===== src/rtl/gpio_irq_pkg.sv =====
// Shared register map, DEB_CFG field layout and read-as-zero mask helpers
// for the GPIO interrupt controller.
package gpio_irq_pkg;

  localparam logic [2:0] REG_LEVEL   = 3'd0;
  localparam logic [2:0] REG_IRQ_EN  = 3'd1;
  localparam logic [2:0] REG_RISE_EN = 3'd2;
  localparam logic [2:0] REG_FALL_EN = 3'd3;
  localparam logic [2:0] REG_PENDING = 3'd4;
  localparam logic [2:0] REG_DEB_CFG = 3'd5;

  localparam int DEB_P_LSB = 0;
  localparam int DEB_T_LSB = 12;
  localparam int DEB_T_W   = 4;

  // Mask with one bit set for each present channel, starting at bit 0.
  function automatic logic [15:0] ch_mask(input int unsigned n);
    logic [15:0] m;
    m = 16'h0000;
    for (int i = 0; i < 16; i++) begin
      if (i < n) m[i] = 1'b1;
      else       m[i] = 1'b0;
    end
    return m;
  endfunction

  function automatic logic [15:0] deb_mask(input int unsigned p_bits, input int unsigned t_bits);
    logic [15:0] m;
    m = 16'h0000;
    for (int i = 0; i < 16; i++) begin
      if (i < DEB_P_LSB + p_bits)                      m[i] = 1'b1;
      else if (i >= DEB_T_LSB && i < DEB_T_LSB + t_bits) m[i] = 1'b1;
      else                                             m[i] = 1'b0;
    end
    return m;
  endfunction

endpackage


===== src/rtl/gpio_deb_chan.sv =====
// One GPIO input channel: synchroniser, tick-based debouncer, LEVEL flop and
// registered rise/fall event pulses aligned with the LEVEL change.
module gpio_deb_chan
  import gpio_irq_pkg::*;
#(
  parameter int SYNC_STAGES = 2,
  parameter int DEB_BITS    = 4
) (
  input  logic                i_clk,
  input  logic                i_rst,
  input  logic                i_pin,
  input  logic                i_tick,
  input  logic [DEB_BITS-1:0] i_thr,
  input  logic                i_rise_en,
  input  logic                i_fall_en,
  output logic                o_level,
  output logic                o_rise,
  output logic                o_fall
);

  logic [SYNC_STAGES-1:0] r_sync;
  logic [DEB_BITS-1:0]    r_cnt;
  logic                   r_level;
  logic                   r_rise;
  logic                   r_fall;

  logic                   w_s;
  logic                   w_level_nxt;
  logic [DEB_BITS-1:0]    w_cnt_nxt;
  logic [DEB_BITS:0]      w_cnt_inc;

  assign w_s       = r_sync[SYNC_STAGES-1];
  assign w_cnt_inc = {1'b0, r_cnt} + (DEB_BITS+1)'(1);

  // Next debounce state; the extra increment bit keeps the count from wrapping.
  always_comb begin
    w_level_nxt = r_level;
    w_cnt_nxt   = r_cnt;
    if (i_thr == {DEB_BITS{1'b0}}) begin
      w_level_nxt = w_s;
      w_cnt_nxt   = {DEB_BITS{1'b0}};
    end else if (w_s == r_level) begin
      w_cnt_nxt   = {DEB_BITS{1'b0}};
    end else if (i_tick) begin
      if (w_cnt_inc >= {1'b0, i_thr}) begin
        w_level_nxt = w_s;
        w_cnt_nxt   = {DEB_BITS{1'b0}};
      end else begin
        w_cnt_nxt   = w_cnt_inc[DEB_BITS-1:0];
      end
    end else begin
      w_cnt_nxt   = r_cnt;
    end
  end

  // Synchroniser, counter, LEVEL and edge pulses.
  always_ff @(posedge i_clk or posedge i_rst) begin
    if (i_rst) begin
      r_sync  <= {SYNC_STAGES{1'b0}};
      r_cnt   <= {DEB_BITS{1'b0}};
      r_level <= 1'b0;
      r_rise  <= 1'b0;
      r_fall  <= 1'b0;
    end else begin
      r_sync  <= {r_sync[SYNC_STAGES-2:0], i_pin};
      r_cnt   <= w_cnt_nxt;
      r_level <= w_level_nxt;
      r_rise  <= i_rise_en &  w_level_nxt & ~r_level;
      r_fall  <= i_fall_en & ~w_level_nxt &  r_level;
    end
  end

  assign o_level = r_level;
  assign o_rise  = r_rise;
  assign o_fall  = r_fall;

endmodule


===== src/rtl/gpio_irq_ctrl.sv =====
// GPIO input / interrupt controller: shared debounce prescaler, register
// file, sticky W1C pending bits, masked IRQ and registered read port.
module gpio_irq_ctrl
  import gpio_irq_pkg::*;
#(
  parameter int N_CH        = 6,
  parameter int SYNC_STAGES = 2,
  parameter int DEB_BITS    = 4,
  parameter int PRESC_BITS  = 8
) (
  input  logic            i_clk,
  input  logic            i_rst,
  input  logic [N_CH-1:0] i_gpio_in,
  input  logic [2:0]      i_addr,
  input  logic [15:0]     i_data_in,
  output logic [15:0]     o_data_out,
  input  logic            i_wr,
  input  logic            i_rd,
  output logic            o_irq,
  output logic [N_CH-1:0] o_level
);

  localparam logic [15:0] W_MASK = ch_mask(N_CH);
  localparam logic [15:0] D_MASK = deb_mask(PRESC_BITS, DEB_BITS);

  logic [15:0]           r_irq_en;
  logic [15:0]           r_rise_en;
  logic [15:0]           r_fall_en;
  logic [15:0]           r_deb_cfg;
  logic [15:0]           r_pend;
  logic [15:0]           r_dout;
  logic                  r_irq;
  logic [PRESC_BITS-1:0] r_presc;

  logic                  w_tick;
  logic                  w_cfg_wr;
  logic [15:0]           w_clr;
  logic [15:0]           w_set;
  logic [15:0]           w_level16;
  logic [15:0]           w_rd_data;
  logic [N_CH-1:0]       w_level;
  logic [N_CH-1:0]       w_rise;
  logic [N_CH-1:0]       w_fall;

  assign w_tick   = (r_presc == r_deb_cfg[DEB_P_LSB +: PRESC_BITS]);
  assign w_cfg_wr = i_wr && (i_addr == REG_DEB_CFG);

  // Prescaler restarts on every DEB_CFG write so the new period applies at once.
  always_ff @(posedge i_clk or posedge i_rst) begin
    if (i_rst) begin
      r_presc <= {PRESC_BITS{1'b0}};
    end else if (w_cfg_wr || w_tick) begin
      r_presc <= {PRESC_BITS{1'b0}};
    end else begin
      r_presc <= r_presc + PRESC_BITS'(1);
    end
  end

  genvar g;
  generate
    for (g = 0; g < N_CH; g++) begin : g_ch
      gpio_deb_chan #(
        .SYNC_STAGES(SYNC_STAGES),
        .DEB_BITS   (DEB_BITS)
      ) u_chan (
        .i_clk    (i_clk),
        .i_rst    (i_rst),
        .i_pin    (i_gpio_in[g]),
        .i_tick   (w_tick),
        .i_thr    (r_deb_cfg[DEB_T_LSB +: DEB_BITS]),
        .i_rise_en(r_rise_en[g]),
        .i_fall_en(r_fall_en[g]),
        .o_level  (w_level[g]),
        .o_rise   (w_rise[g]),
        .o_fall   (w_fall[g])
      );
    end
  endgenerate

  // Widen per-channel vectors to the 16-bit register view.
  always_comb begin
    w_set                = 16'h0000;
    w_level16            = 16'h0000;
    w_set[N_CH-1:0]      = w_rise | w_fall;
    w_level16[N_CH-1:0]  = w_level;
  end

  assign w_clr = (i_wr && (i_addr == REG_PENDING)) ? i_data_in : 16'h0000;

  // Control register writes.
  always_ff @(posedge i_clk or posedge i_rst) begin
    if (i_rst) begin
      r_irq_en  <= 16'h0000;
      r_rise_en <= 16'h0000;
      r_fall_en <= 16'h0000;
      r_deb_cfg <= 16'h0000;
    end else if (i_wr) begin
      case (i_addr)
        REG_IRQ_EN:  r_irq_en  <= i_data_in & W_MASK;
        REG_RISE_EN: r_rise_en <= i_data_in & W_MASK;
        REG_FALL_EN: r_fall_en <= i_data_in & W_MASK;
        REG_DEB_CFG: r_deb_cfg <= i_data_in & D_MASK;
        default:     r_irq_en  <= r_irq_en;
      endcase
    end else begin
      r_irq_en <= r_irq_en;
    end
  end

  // Sticky pending bits; a same-cycle set overrides the W1C clear.
  always_ff @(posedge i_clk or posedge i_rst) begin
    if (i_rst) begin
      r_pend <= 16'h0000;
      r_irq  <= 1'b0;
    end else begin
      r_pend <= ((r_pend & ~w_clr) | w_set) & W_MASK;
      r_irq  <= |(r_pend & r_irq_en);
    end
  end

  // Read data selection.
  always_comb begin
    w_rd_data = 16'h0000;
    case (i_addr)
      REG_LEVEL:   w_rd_data = w_level16;
      REG_IRQ_EN:  w_rd_data = r_irq_en;
      REG_RISE_EN: w_rd_data = r_rise_en;
      REG_FALL_EN: w_rd_data = r_fall_en;
      REG_PENDING: w_rd_data = r_pend;
      REG_DEB_CFG: w_rd_data = r_deb_cfg;
      default:     w_rd_data = 16'h0000;
    endcase
  end

  // Read port holds its value between strobes.
  always_ff @(posedge i_clk or posedge i_rst) begin
    if (i_rst) begin
      r_dout <= 16'h0000;
    end else if (i_rd) begin
      r_dout <= w_rd_data;
    end else begin
      r_dout <= r_dout;
    end
  end

  assign o_data_out = r_dout;
  assign o_irq      = r_irq;
  assign o_level    = w_level;

endmodule


===== config.mk =====
export PLATFORM = sky130hd
export DESIGN_NAME = gpio_irq_ctrl
export DESIGN_NICKNAME = d
export VERILOG_FILES = /design/src/rtl/gpio_irq_pkg.sv /design/src/rtl/gpio_deb_chan.sv /design/src/rtl/gpio_irq_ctrl.sv
export SDC_FILE = /design/constraint.sdc
export NUM_CORES = 1
export LEC_CHECK = 0
export ABC_AREA = 1
export CAP_MARGIN = 10
export CORE_MARGIN = 5
export CORE_UTILIZATION = 50
export CTS_CLUSTER_DIAMETER = 200
export DETAILED_ROUTE_END_ITERATION = 8
export GPL_ROUTABILITY_DRIVEN = 1
export PLACE_DENSITY = 0.71
export SLEW_MARGIN = 20
export SYNTH_ARGS = -nofsm -noshare
export SYNTH_HDL_FRONTEND = slang
export SYNTH_SLANG_ARGS = --single-unit
export TNS_END_PERCENT = 10

===== constraint.sdc =====
create_clock -name i_clk -period 9.19 [get_ports i_clk]
set_input_delay 2.757 -clock i_clk [delete_from_list [all_inputs] [get_ports i_clk]]
set_output_delay 2.757 -clock i_clk [all_outputs]
set_load 0.05 [all_outputs]

Word-level counts from Yosys, hierarchy flattened. Cells that the tools add are included.

Register bits: 115. Bits in latches: 0. Bits in writable memories: 0. ROM bits: 0. Bits of input ports: 29. Output and inout port bits: 23. Word-level logic and storage cells: 171. Memories: 0.

Add/subtract/negate cells: 7. Multipliers: 0. Div/mod/pow operators: 0. Order comparisons: 6. Equal/unequal tests: 12. Shift operators: 0. Muxes and demuxes: 51. Bitwise logic cells: 41. Reduce and logical (&&, ||, !) cells: 16.

Operator list (count): $mux 4 (24); $pmux 16 s6 (1); $add 4x1->5 const B (6); $ge 5x4->1 (6); $and 1x1->1 (24); $mux 1 (24); $reduce_bool 3->1 (6); $reduce_or 16->1 (1); $and 6x6->6 (2); $not 1->1 (12); $or 6x6->6 (2); $add 8x1->8 const B (1); $eq 8x8->1 (1); $mux 8 (1); $reduce_and 2->1 (4); $eq 1x1->1 (6); $eq 3x2->1 const B (2); $eq 3x3->1 const B (2); $mux 6 (1); $not 6->6 (1); $logic_not 4->1 (1); $eq 3x1->1 const B (1); $logic_not 3->1 (1); $logic_and 1x1->1 (2); $logic_or 1x1->1 (1).

Longest topological paths before layout. Gate-level depths: netlist of the first run.

Depth in word-level cells: 9. Mapped depth: 14.

Cells and area by module. A second synthesis of the first run with hierarchy kept.

Cells, all modules: 742. Area total of the unflattened synthesis: 6211.0 um^2.

Modules (own cells, without submodules): gpio_deb_chan (times used 6, cells each 66, area each 559.3 um^2, seq. area each 225.2 um^2); gpio_irq_ctrl (times used 1, cells each 346, area each 2855.2 um^2, seq. area each 1426.4 um^2).

Worst setup path after synthesis of the first run. OpenSTA, ideal clock, no wires.

Path type: input-to-reg. From: in i_addr[2]. To: reg r_irq_en[5]. Library setup time: 0.127 ns. Arrival time: 3.526 ns. Data required time: 9.063 ns. Setup slack: 5.537 ns. Stages: 6. Cell sequence: buf_4 -> nor3_4 -> nand2_1 -> buf_2 -> nand2_1 -> o21ai_0.

Word-level cells in the longest chain between the ends: 2.

RTL lines: start, declared (line gpio_irq_ctrl.sv:14) `input logic [2:0] i_addr,`; $eq 3x1->1 (line gpio_irq_ctrl.sv:98) `case (i_addr)`; $reduce_and 2->1 (no line); end signal, assigned (line gpio_irq_ctrl.sv:99) `REG_IRQ_EN: r_irq_en <= i_data_in & W_MASK;`; end signal, assigned (line gpio_irq_ctrl.sv:103) `default: r_irq_en <= r_irq_en;`; end signal, assigned (line gpio_irq_ctrl.sv:106) `r_irq_en <= r_irq_en;`; end, declared (line gpio_irq_ctrl.sv:26) `logic [15:0] r_irq_en;`.

Every way passes these cells. A chain may end at the register's enable or synchronous reset.

Worst setup path after layout of the first run.
From: reg g_ch[4].u_chan.r_level. To: out o_level[4].

RTL lines: start, declared (line gpio_deb_chan.sv:23) `logic r_level;`; start signal, assigned (line gpio_deb_chan.sv:67) `r_level <= w_level_nxt;`; end, declared (line gpio_irq_ctrl.sv:20) `output logic [N_CH-1:0] o_level`.

No word-level cell between the ends.

==> results of run 1 <==
[power by group]
| part | total (mW) | internal, mW | switching, mW |
|---|---|---|---|
| logic | 0.414 | 0.151 | 0.263 |
| clock network | 0.396 | 0.214 | 0.182 |
| registers | 0.643 | 0.563 | 0.0800 |
| total | 1.45 | 0.927 | 0.525 |
[synth_stat cells, drive strengths merged, types with 3 or more instances]
| library cell | number |
|---|---|
| nand4 | 13 |
| nand3 | 42 |
| o21ai | 64 |
| buf | 19 |
| nand2 | 203 |
| xnor2 | 6 |
| nor3 | 5 |
| o31ai | 5 |
| dfrtp | 111 |
| ha | 31 |
| nor2 | 73 |
| inv | 93 |
| a21oi | 25 |
| xor2 | 15 |
| nor3b | 3 |
| clkbuf | 4 |
| a31oi | 6 |
[sequential cells by signal, summed over array words and instances (netlist names), 8 cells and up]
name,cells
g_ch.u_chan.r_sync,12
r_deb_cfg,12
o_data_out,12
g_ch.u_chan.r_cnt,24
r_presc,8
[per-stage QoR]
step | worst slack, ns | instances | power [mW] | cell area (um^2)
2_1_floorplan | 3.50 | 727 | 0.949 | 5850
3_3_place_gp | 4.66 | 891 | 1.05 | 6320
3_5_place_dp | 4.62 | 891 | 1.06 | 6320
4_1_cts | 4.71 | 907 | 1.46 | 6620
5_1_grt | 4.69 | 907 | 1.55 | 6620
6_report | 4.72 | 907 | 1.45 | 6620
[metal layers]
metal,global-route usage,part of all wire,wire [um]
met4,0.0896,0.025,322
met3,0.0336,0.055,722
met5,0,0,0
met2,0.313,0.47,6120
met1,0.262,0.45,5910
[cells by family after synthesis]
logic type               count (synthesis)  share of synthesized area
adder cells (fa/ha/maj)                 31                     0.0665
XOR/XNOR                                21                     0.0315
multiplexers                             1                    0.00193
buffers and inverters                  116                     0.0849
flip-flops                             111                      0.476
AND/OR/NAND/NOR                        341                      0.247
other                                    1                   0.000642
AO/OA/AOI/OAI                          102                     0.0920
[worst min path at each step]
stage	startpoint	endpoint	slack [ns]	cells past startpoint
4_1_cts	g_ch[5].u_chan.r_sync[0]	g_ch[5].u_chan.r_sync[1]	0.35	0
3_5_place_dp	g_ch[3].u_chan.r_sync[0]	g_ch[3].u_chan.r_sync[1]	0.33	0
2_1_floorplan	g_ch[0].u_chan.r_sync[0]	g_ch[0].u_chan.r_sync[1]	0.33	0
5_1_grt	g_ch[5].u_chan.r_sync[0]	g_ch[5].u_chan.r_sync[1]	0.36	0
6_report	g_ch[3].u_chan.r_sync[0]	g_ch[3].u_chan.r_sync[1]	0.35	0
3_3_place_gp	g_ch[5].u_chan.r_sync[0]	g_ch[5].u_chan.r_sync[1]	0.33	0
[final cells by class]
type                            count  area (um^2)  share of cell area
Timing Repair Buffer               44          442              0.0667
Sequential cell                   111         2780               0.420
Tap cell                          143          179              0.0270
Multi-Input combinational cell    500         2570               0.389
Inverter                           93          352              0.0531
Clock buffer                       10          229              0.0346
Clock inverter                      6         66.3              0.0100
==> insert_results.sql, run 1 <==
INSERT INTO impl_metrics (metric_group, metric, value, unit) VALUES
('hold_path', 'hold_class', 'flip-flop to flip-flop', ''),
('placement', 'gp_congestion', '0.871', ''),
('pwr', 'vdd_drop_max', '0.140', 'mV'),
('critical_path', 'critical_path.endpoint', 'o_level[4]', ''),
('detailed_routing', 'dr.pass1.iters', '5', ''),
('die', 'die_h', '118', 'um'),
('detailed_routing', 'initialDrtViolationCount', '398', ''),
('die', 'effective_utilization_at_floorplan', '0.511', ''),
('sta', 'timing_worst_slew_pin_value', '0.980', 'ns'),
('global_routing', 'global_route.overflow_total', '0', ''),
('clocking', 'cts_setup_buffers', '0', ''),
('yosys', 'ys_async_rst_share', '1.00', ''),
('die', 'dieWidth', '118', 'um'),
('yosys', 'synth-seq-cells', '111', ''),
('yosys', 'synth_warnings', '0', ''),
('sta', 'final.period_utilization', '0.486', ''),
('detailed_routing', 'wl_per_cell', '14.4', 'um'),
('die', 'io_pins', '52', ''),
('placement', 'dp_wirelength', '9410', 'um'),
('critical_path', 'worstReg2RegEnd', 'g_ch[2].u_chan.o_level', ''),
('global_routing', 'grt_util_all_layers', '0.196', ''),
('sta', 'final_hold_violation_count', '0', ''),
('critical_path', 'cp-start-kind', 'flip-flop', ''),
('yosys', 'post_synth.cell_area_avg', '8.06', 'um^2'),
('die', 'std_cell_rows', '39', ''),
('sta', 'slew_viol_final', '0', ''),
('sta', 'slew-limit-headroom', '0.346', ''),
('flow_run', 'maxCapViolCount', '0', ''),
('clocking', 'cts_sinks', '111', ''),
('yosys', 'synthFlopType', 'sky130_fd_sc_hd__dfrtp_1', ''),
('layout', 'postLayoutCoreUtil', '0.580', ''),
('placement', 'port_buffers', '43', ''),
('sta', 'rsz_0062_raised_after_global_routing', 'false', ''),
('sta', 'achievable-frequency', '224', 'MHz'),
('die', 'core_area', '0.0114', 'mm^2'),
('sta', 'layout_min_cycle_time', '4.47', 'ns'),
('layout', 'num_antenna_cells', '0', ''),
('critical_path', 'arrival', '1.71', 'ns'),
('critical_path', 'critical-path-top-delay-family', 'buffers and inverters', ''),
('layout', 'share_of_final_layout_standard_cells_stronger_than_drive_strength_1', '0.0419', ''),
('yosys', 'synth.distinct_cells', '34', ''),
('die', 'die_area', '0.0139', 'mm^2'),
('sta', 'setup-tns-final', '0', 'ns'),
('clocking', 'cts_root_buffer', 'sky130_fd_sc_hd__clkbuf_16', ''),
('clocking', 'hold_buffers', '0', ''),
('detailed_routing', 'route.vias.total', '4825', ''),
('layout', 'fin_nets', '819', ''),
('status', 'status', 'completed', ''),
('clocking', 'max-clock-path-buffers', '2', ''),
('critical_path', 'reg2reg_setup_slack', '6.86', 'ns'),
('sta', 'finalClockSkew', '0.00842', 'ns'),
('sta', 'hold-worst-slack', '0.352', 'ns'),
('yosys', 'yosysTopAreaCell', 'sky130_fd_sc_hd__dfrtp_1', ''),
('layout', 'fillers', '1020', ''),
('detailed_routing', 'detail_route.drc_violations', '0', ''),
('critical_path', 'crit_buf_inv', '1', ''),
('clocking', 'cts_tree', 'done', ''),
('detailed_routing', 'detail_route.wirelength', '13100', 'um'),
('yosys', 'synth.cell_area', '0.00584', 'mm^2'),
('layout', 'layout.cells.most_common', 'sky130_fd_sc_hd__nand2_1', ''),
('clocking', 'worst_setup_hold_path_clk_slew', '0.08', 'ns'),
('clocking', 'h-tree-depth', '3', ''),
('critical_path', 'timing.setup.critical_path_class', 'flip-flop to output pin', ''),
('detailed_routing', 'via_per_inst', '5.32', ''),
('detailed_routing', 'antenna_violating_nets_post_route', '0', ''),
('critical_path', 'cpPeakStageDelay', '0.86', 'ns'),
('yosys', 'synth_largest_type_area_fraction', '0.476', ''),
('yosys', 'number_of_standard_cells_after_synthesis', '724', ''),
('critical_path', 'worstPathCellList', 'clkdlybuf4s50_1', ''),
('critical_path', 'worst_setup_path_startpoint', 'g_ch[4].u_chan.o_level', ''),
('clocking', 'numCtsBuffers', '9', '');
Note: power is estimated with default switching activity, not from simulation.
==> run 2: changes to the inputs <==
--- a/config.mk
+++ b/config.mk
@@ -12,7 +12,7 @@
 export CTS_CLUSTER_DIAMETER = 200
 export DETAILED_ROUTE_END_ITERATION = 8
 export GPL_ROUTABILITY_DRIVEN = 1
-export PLACE_DENSITY = 0.71
+export PLACE_DENSITY = 0.73
 export SLEW_MARGIN = 20
 export SYNTH_ARGS = -nofsm -noshare
 export SYNTH_HDL_FRONTEND = slang
==> constraint.sdc (replaced) <==
create_clock -name i_clk -period 3.7 [get_ports i_clk]
set_input_delay 1.11 -clock i_clk [delete_from_list [all_inputs] [get_ports i_clk]]
set_output_delay 1.11 -clock i_clk [all_outputs]
set_load 0.05 [all_outputs]
==> insert_results.sql, run 2 (synthesis results as in run 1) <==
INSERT INTO impl_metrics (metric_group, metric, value, unit) VALUES
('sta', 'slew-limit-headroom', '0.350', ''),
('detailed_routing', 'wl_per_cell', '14.4', 'um'),
('detailed_routing', 'route.vias.total', '4818', ''),
('clocking', 'cts_tree', 'done', ''),
('pwr', 'power_leakage', '3.50', 'nW'),
('critical_path', 'cp-start-kind', 'flip-flop', ''),
('layout', 'sequential_cell_area', '0.00278', 'mm^2'),
('pwr', 'vdd_drop_max', '0.274', 'mV'),
('placement', 'dp_wirelength', '9730', 'um'),
('pwr', 'cellInternalPower', '2.34', 'mW'),
('detailed_routing', 'detail_route.drc_violations', '0', ''),
('clocking', 'clk_latency', '0.35', 'ns'),
('die', 'io_pins', '52', ''),
('layout', 'share_of_final_layout_standard_cells_stronger_than_drive_strength_1', '0.0444', ''),
('detailed_routing', 'via_per_inst', '5.30', ''),
('sta', 'rsz_0062_raised_after_global_routing', 'false', ''),
('die', 'effective_utilization_at_floorplan', '0.511', ''),
('status', 'status', 'completed', ''),
('detailed_routing', 'detail_route.wirelength', '13100', 'um'),
('clocking', 'max-clock-path-buffers', '2', ''),
('global_routing', 'first_global_vias', '4691', ''),
('pwr', 'pwr-share-clk', '0.272', ''),
('detailed_routing', 'antenna_violating_nets_post_route', '0', ''),
('layout', 'area.growth.synth_to_final', '14.0', '%'),
('sta', 'finalClockSkew', '0.00820', 'ns'),
('layout', 'top_register', 'g_ch.u_chan.r_cnt', ''),
('detailed_routing', 'initialDrtViolationCount', '339', ''),
('critical_path', 'worstSetupEndpointType', 'output pin', ''),
('pwr', 'net_switching', '1.28', 'mW'),
('sta', 'timing_worst_slew_pin_value', '0.974', 'ns'),
('clocking', 'cts_sinks', '111', ''),
('sta', 'layout_min_cycle_time', '2.82', 'ns'),
('layout', 'area_taken_by_multi_input_logic_gates', '0.00257', 'mm^2'),
('layout', 'max_reg_flops', '24', ''),
('layout', 'layout.cells.most_common', 'sky130_fd_sc_hd__nand2_1', ''),
('die', 'die_h', '118', 'um'),
('placement', 'gp_congestion', '0.888', ''),
('clocking', 'hold_buffers', '0', ''),
('clocking', 'worst_setup_hold_path_clk_slew', '0.07', 'ns'),
('critical_path', 'worstPathCellList', 'clkdlybuf4s50_1', ''),
('clocking', 'h-tree-depth', '3', ''),
('clocking', 'numCtsBuffers', '9', ''),
('die', 'dieWidth', '118', 'um'),
('sta', 'final_hold_violation_count', '0', ''),
('sta', 'final.period_utilization', '0.763', ''),
('pwr', 'comb_power_share', '0.288', ''),
('layout', 'num_antenna_cells', '0', ''),
('critical_path', 'arrival', '1.71', 'ns'),
('placement', 'port_buffers', '43', ''),
('pwr', 'power.total', '3.62', 'mW'),
('global_routing', 'antenna_found_initial', '0', ''),
('pwr', 'pwr-share-seq', '0.440', ''),
('layout', 'fillers', '1033', ''),
('sta', 'slew_viol_final', '0', ''),
('global_routing', 'grt_max_degree', '44', ''),
('critical_path', 'critical_path_maximum_fanout', '7', ''),
('clocking', 'cts_root_buffer', 'sky130_fd_sc_hd__clkbuf_16', ''),
('sta', 'setup-tns-final', '0', 'ns'),
('hold_path', 'hold_class', 'flip-flop to flip-flop', ''),
('flow_run', 'maxCapViolCount', '0', ''),
('detailed_routing', 'dr.pass1.iters', '5', ''),
('critical_path', 'cpMaxStageDelayCell', 'sky130_fd_sc_hd__clkdlybuf4s50_1', ''),
('critical_path', 'worst-endpoint-required', '2.59', 'ns'),
('clocking', 'cts_setup_buffers', '0', ''),
('critical_path', 'cpPeakStageDelay', '0.86', 'ns'),
('global_routing', 'global_route.overflow_total', '0', ''),
('die', 'core_area', '0.0114', 'mm^2'),
('critical_path', 'crit_buf_inv', '1', ''),
('critical_path', 'timing.setup.critical_path_class', 'flip-flop to output pin', ''),
('layout', 'fin_nets', '822', ''),
('die', 'die_area', '0.0139', 'mm^2'),
('critical_path', 'critical-path-top-delay-family', 'buffers and inverters', ''),
('clocking', 'post_cts.resized_instances', '0', ''),
('die', 'std_cell_rows', '39', ''),
('sta', 'achievable-frequency', '354', 'MHz'),
('global_routing', 'grt_util_all_layers', '0.196', ''),
('pwr', 'power.density_cell_area', '544', 'mW/mm^2'),
('pwr', 'netSwitchingFraction', '0.355', ''),
('sta', 'setup_viol', '0', ''),
('layout', 'layout.cells.most_common_list', '199 x sky130_fd_sc_hd__nand2_1, 111 x sky130_fd_sc_hd__dfrtp_1, 89 x sky130_fd_sc_hd__inv_1, 69 x sky130_fd_sc_hd__nor2_1, 59 x sky130_fd_sc_hd__o21ai_0', ''),
('global_routing', 'first_pass_grt_wire_length', '22500', 'um');
## run 2: metrics by stage
step	util	cells	setup WS [ns]	hold WS [ns]	area [um^2]
after floorplan	-	727	1.25	0.331	5850
after global placement	0.557	894	0.826	0.333	6360
after detailed placement	0.557	894	0.762	0.335	6360
after CTS	0.583	909	0.868	0.350	6660
after global routing	0.583	909	0.846	0.359	6660
final	0.583	909	0.879	0.350	6660
## run 2: path summary, 6_finish.rpt
path / slack (ns) / from / depth (start not counted) / end
max reg2reg: 1.47 / r_deb_cfg[13] / 7 / g_ch[3].u_chan.o_level
min reg2reg: 0.35 / g_ch[1].u_chan.r_sync[0] / 0 / g_ch[1].u_chan.r_sync[1]
min in group asynchronous: 1.13 / i_rst / 2 / g_ch[3].u_chan.o_level
max: 0.88 / g_ch[4].u_chan.o_level / 1 / o_level[4]
max in group asynchronous: 1.98 / i_rst / 3 / g_ch[3].u_chan.r_cnt[2]
min: 0.35 / g_ch[1].u_chan.r_sync[0] / 0 / g_ch[1].u_chan.r_sync[1]
## run 2: per-layer routing
layer,global-route usage,part of all wire,up-vias
met4,0.0781,0.021,0
li1,-,-,2378
met2,0.327,0.49,111
met1,0.253,0.45,2307
met3,0.0332,0.044,22
met5,0,0,-
## run 2: layout make-up
class | instances | share of cell area
Sequential cell | 111 | 0.417
Inverter | 93 | 0.0530
Clock inverter | 3 | 0.00639
Timing Repair Buffer | 47 | 0.0711
Tap cell | 143 | 0.0269
Multi-Input combinational cell | 500 | 0.387
Clock buffer | 12 | 0.0385
## run 2: power by group through the flow
stage	Clock [mW]	Combinational (mW)	Sequential [mW]
after global routing	1.05	1.19	1.62
after floorplan	0	0.731	1.63
after detailed placement	0	1.04	1.61
final	0.985	1.04	1.59
after global placement	0	0.987	1.61
after CTS	1.00	1.05	1.59
==> RTL edit (flow settings as in run 2) <==
Register the output `o_irq` once more, without a reset; this adds one clock of latency there. The other outputs are not delayed to match.
--- a/src/rtl/gpio_irq_ctrl.sv
+++ b/src/rtl/gpio_irq_ctrl.sv
@@ -146,3 +146,5 @@
   assign o_data_out = r_dout;
-  assign o_irq      = r_irq;
+  always_ff @(posedge i_clk) begin
+    o_irq <= r_irq;
+  end
   assign o_level    = w_level;
Check against the original RTL: not equivalent (a bounded check fails within 10 cycles, from zero or initial values and one cycle with i_rst high).
==> RTL edit against run 2 <==
- via count is 0.87% higher
- wire length barely moved
- design area up 0.36%
- clock skew is 0.0015 ns lower
- setup slack got worse by 0.017 ns
- sequential cell count is 1 higher
- area after synthesis up 0.34%
- total power rose by 1.8%
- final cell count is 0.11% lower
- largest power group unchanged
- die area increased by 0.31%
==> RTL edit: results (changes against run 2) <==
The flow ran to the end, and the final reports show no timing, DRC or antenna violations. The count of cell types in the netlist is 35 (+2.9%). The global routing usage on met3 was 0.0358 (+0.00266).

The largest register by flop count is g_ch.u_chan.r_cnt. The logs give 0 (unchanged) for the remaining global-route overflow and 1,016 (-1.6%) for the fill cell total of the finished layout. The async set-reset flop share out of synthesis came out at 0.991 (-0.00893). Worst setup slack for register-to-register paths: 1.43 ns (-0.04 ns). The count of input and output buffers was 43 (unchanged). The clock insertion delay at the later pin of the skew report was 0.35 ns (about the same); the total global routing track utilization was 0.194 (-0.00175). For the length of routed wiring on met1, the log shows 5.76 mm (-1.9%).

The min-delay analysis places its worst path in the category reg -> reg. The logs give 0.478 (+0.00179) for the part of the Yosys area used for sequential elements and 611 um (+6.1%) for the met3 layer wire length in the routed design. Detailed-routing iteration count for the pre-antenna-repair pass: 6 (+1). For the number of nets in the layout, the log shows 822 (unchanged).

The maximum vdd drop came out at 0.000323 V (+18%). The logs give 0.00667 ns (-0.00154 ns) for the largest clock skew in the final design and 0.914 (+2.9%) for the routability congestion estimate from global placement. In the synthesized netlist the dominant register cell turns out to be dfrtp_1. For the number of vias in the routed layout, the log shows 4,860 (+0.87%). The global-route wire length before repair came out at 22.4 mm (-0.58%). In this run the critical register-to-register path is captured at g_ch[2].u_chan.o_level. The placement-stage cell area is 0.00637 sq mm (+0.20%), and the switching component of the power is 1.29 mW (+0.16%). The worst register-to-register path begins at r_deb_cfg[15]. The met2 track utilization from global routing is 0.313 (-0.0141), and the first-iteration detailed-routing DRC count is 366 (+8.0%).

The routing usage on met1 was 0.252 (-0.00132); the wire length reported by the detailed router was 13.1 mm (about the same). Clock tree root buffer cell: clkbuf_16. Sorting the synthesized cells by area gives the leading types as dfrtp_1, nand2_1, ha_1, inv_1, o21ai_0.

The maximum number of pins on one net before global-route repair is 45 (+2.3%), and the post-CTS clock slew at the launch and capture registers of the worst setup and hold paths is 0.07 ns (about the same). The top achievable clock speed was 0.352 GHz (-0.58%). The number of global-route vias before repair was 4,846 (+3.3%).

The fraction of final layout cells with drive strength greater than 1 came out at 0.0418 (-0.00256). The logs give 894 (unchanged) for the cell count after placement and 0 (unchanged) for the antenna diode count. The post-synthesis area per instance is 8.08 sq um (+0.20%), and the static leakage power is 3.50 nW (+0.19%). The sum of met2 wire segment lengths after detailed routing is 6.36 mm (-0.44%). The pre-CTS worst setup slack was 0.798 ns (+0.0360 ns).

The detailed placement HPWL came out at 9.89 mm (+1.7%). The top fanout value on the critical path was 7 (unchanged). The mean routed wirelength per cell came out at 14.4 um (about the same).

Category of cells accounting for the largest share of critical-path delay: buffers and inverters. The transition time at the pin with the least slew margin works out to 0.945 ns (-0.0299 ns).
[RTL edit: changes by cell type after synthesis, sizes merged]
cell          run 2  this run
dfxtp             0         1
[RTL edit: power by group through the flow]
stage	combinational [mW]	sequential, mW	clock [mW]
4_1_cts	1.05	1.62	1.05
2_1_floorplan	0.731	1.64	0
3_3_place_gp	0.987	1.63	0
5_1_grt	1.18	1.65	1.10
6_report	1.04	1.62	1.02
3_5_place_dp	1.04	1.64	0
[RTL edit: cells by family (layout without fill, tap and decap cells)]
family / after synthesis / in the layout / synth area share
and+or+nand+nor: 341 / 341 / 0.246
xor gates and xnor gates: 21 / 21 / 0.0314
adders and majority gates: 31 / 31 / 0.0662
buffers and inverters: 116 / 153 / 0.0846
other: 1 / 4 / 0.000640
AOI/OAI and AO/OA: 102 / 102 / 0.0916
DFF: 112 / 112 / 0.478
muxes: 1 / 1 / 0.00192
[RTL edit: area by class of cell]
class	count	area, sq um	area share
Clock buffer	11	243	0.0363
Clock inverter	3	67.6	0.0101
Inverter	93	353	0.0528
Multi-Input combinational cell	500	2570	0.385
Sequential cell	112	2800	0.419
Tap cell	143	179	0.0268
Timing Repair Buffer	46	465	0.0697
[RTL edit: worst min path at each step]
stage	slack (ns)	start	endpoint	cells past startpoint
final	0.35	g_ch[5].u_chan.r_sync[0]	g_ch[5].u_chan.r_sync[1]	0
after global routing	0.35	g_ch[4].u_chan.r_sync[0]	g_ch[4].u_chan.r_sync[1]	0
after CTS	0.35	g_ch[5].u_chan.r_sync[0]	g_ch[5].u_chan.r_sync[1]	0
after detailed placement	0.34	g_ch[5].u_chan.r_sync[0]	g_ch[5].u_chan.r_sync[1]	0
after global placement	0.33	r_irq	o_irq	0
after floorplan	0.32	r_irq	o_irq	0
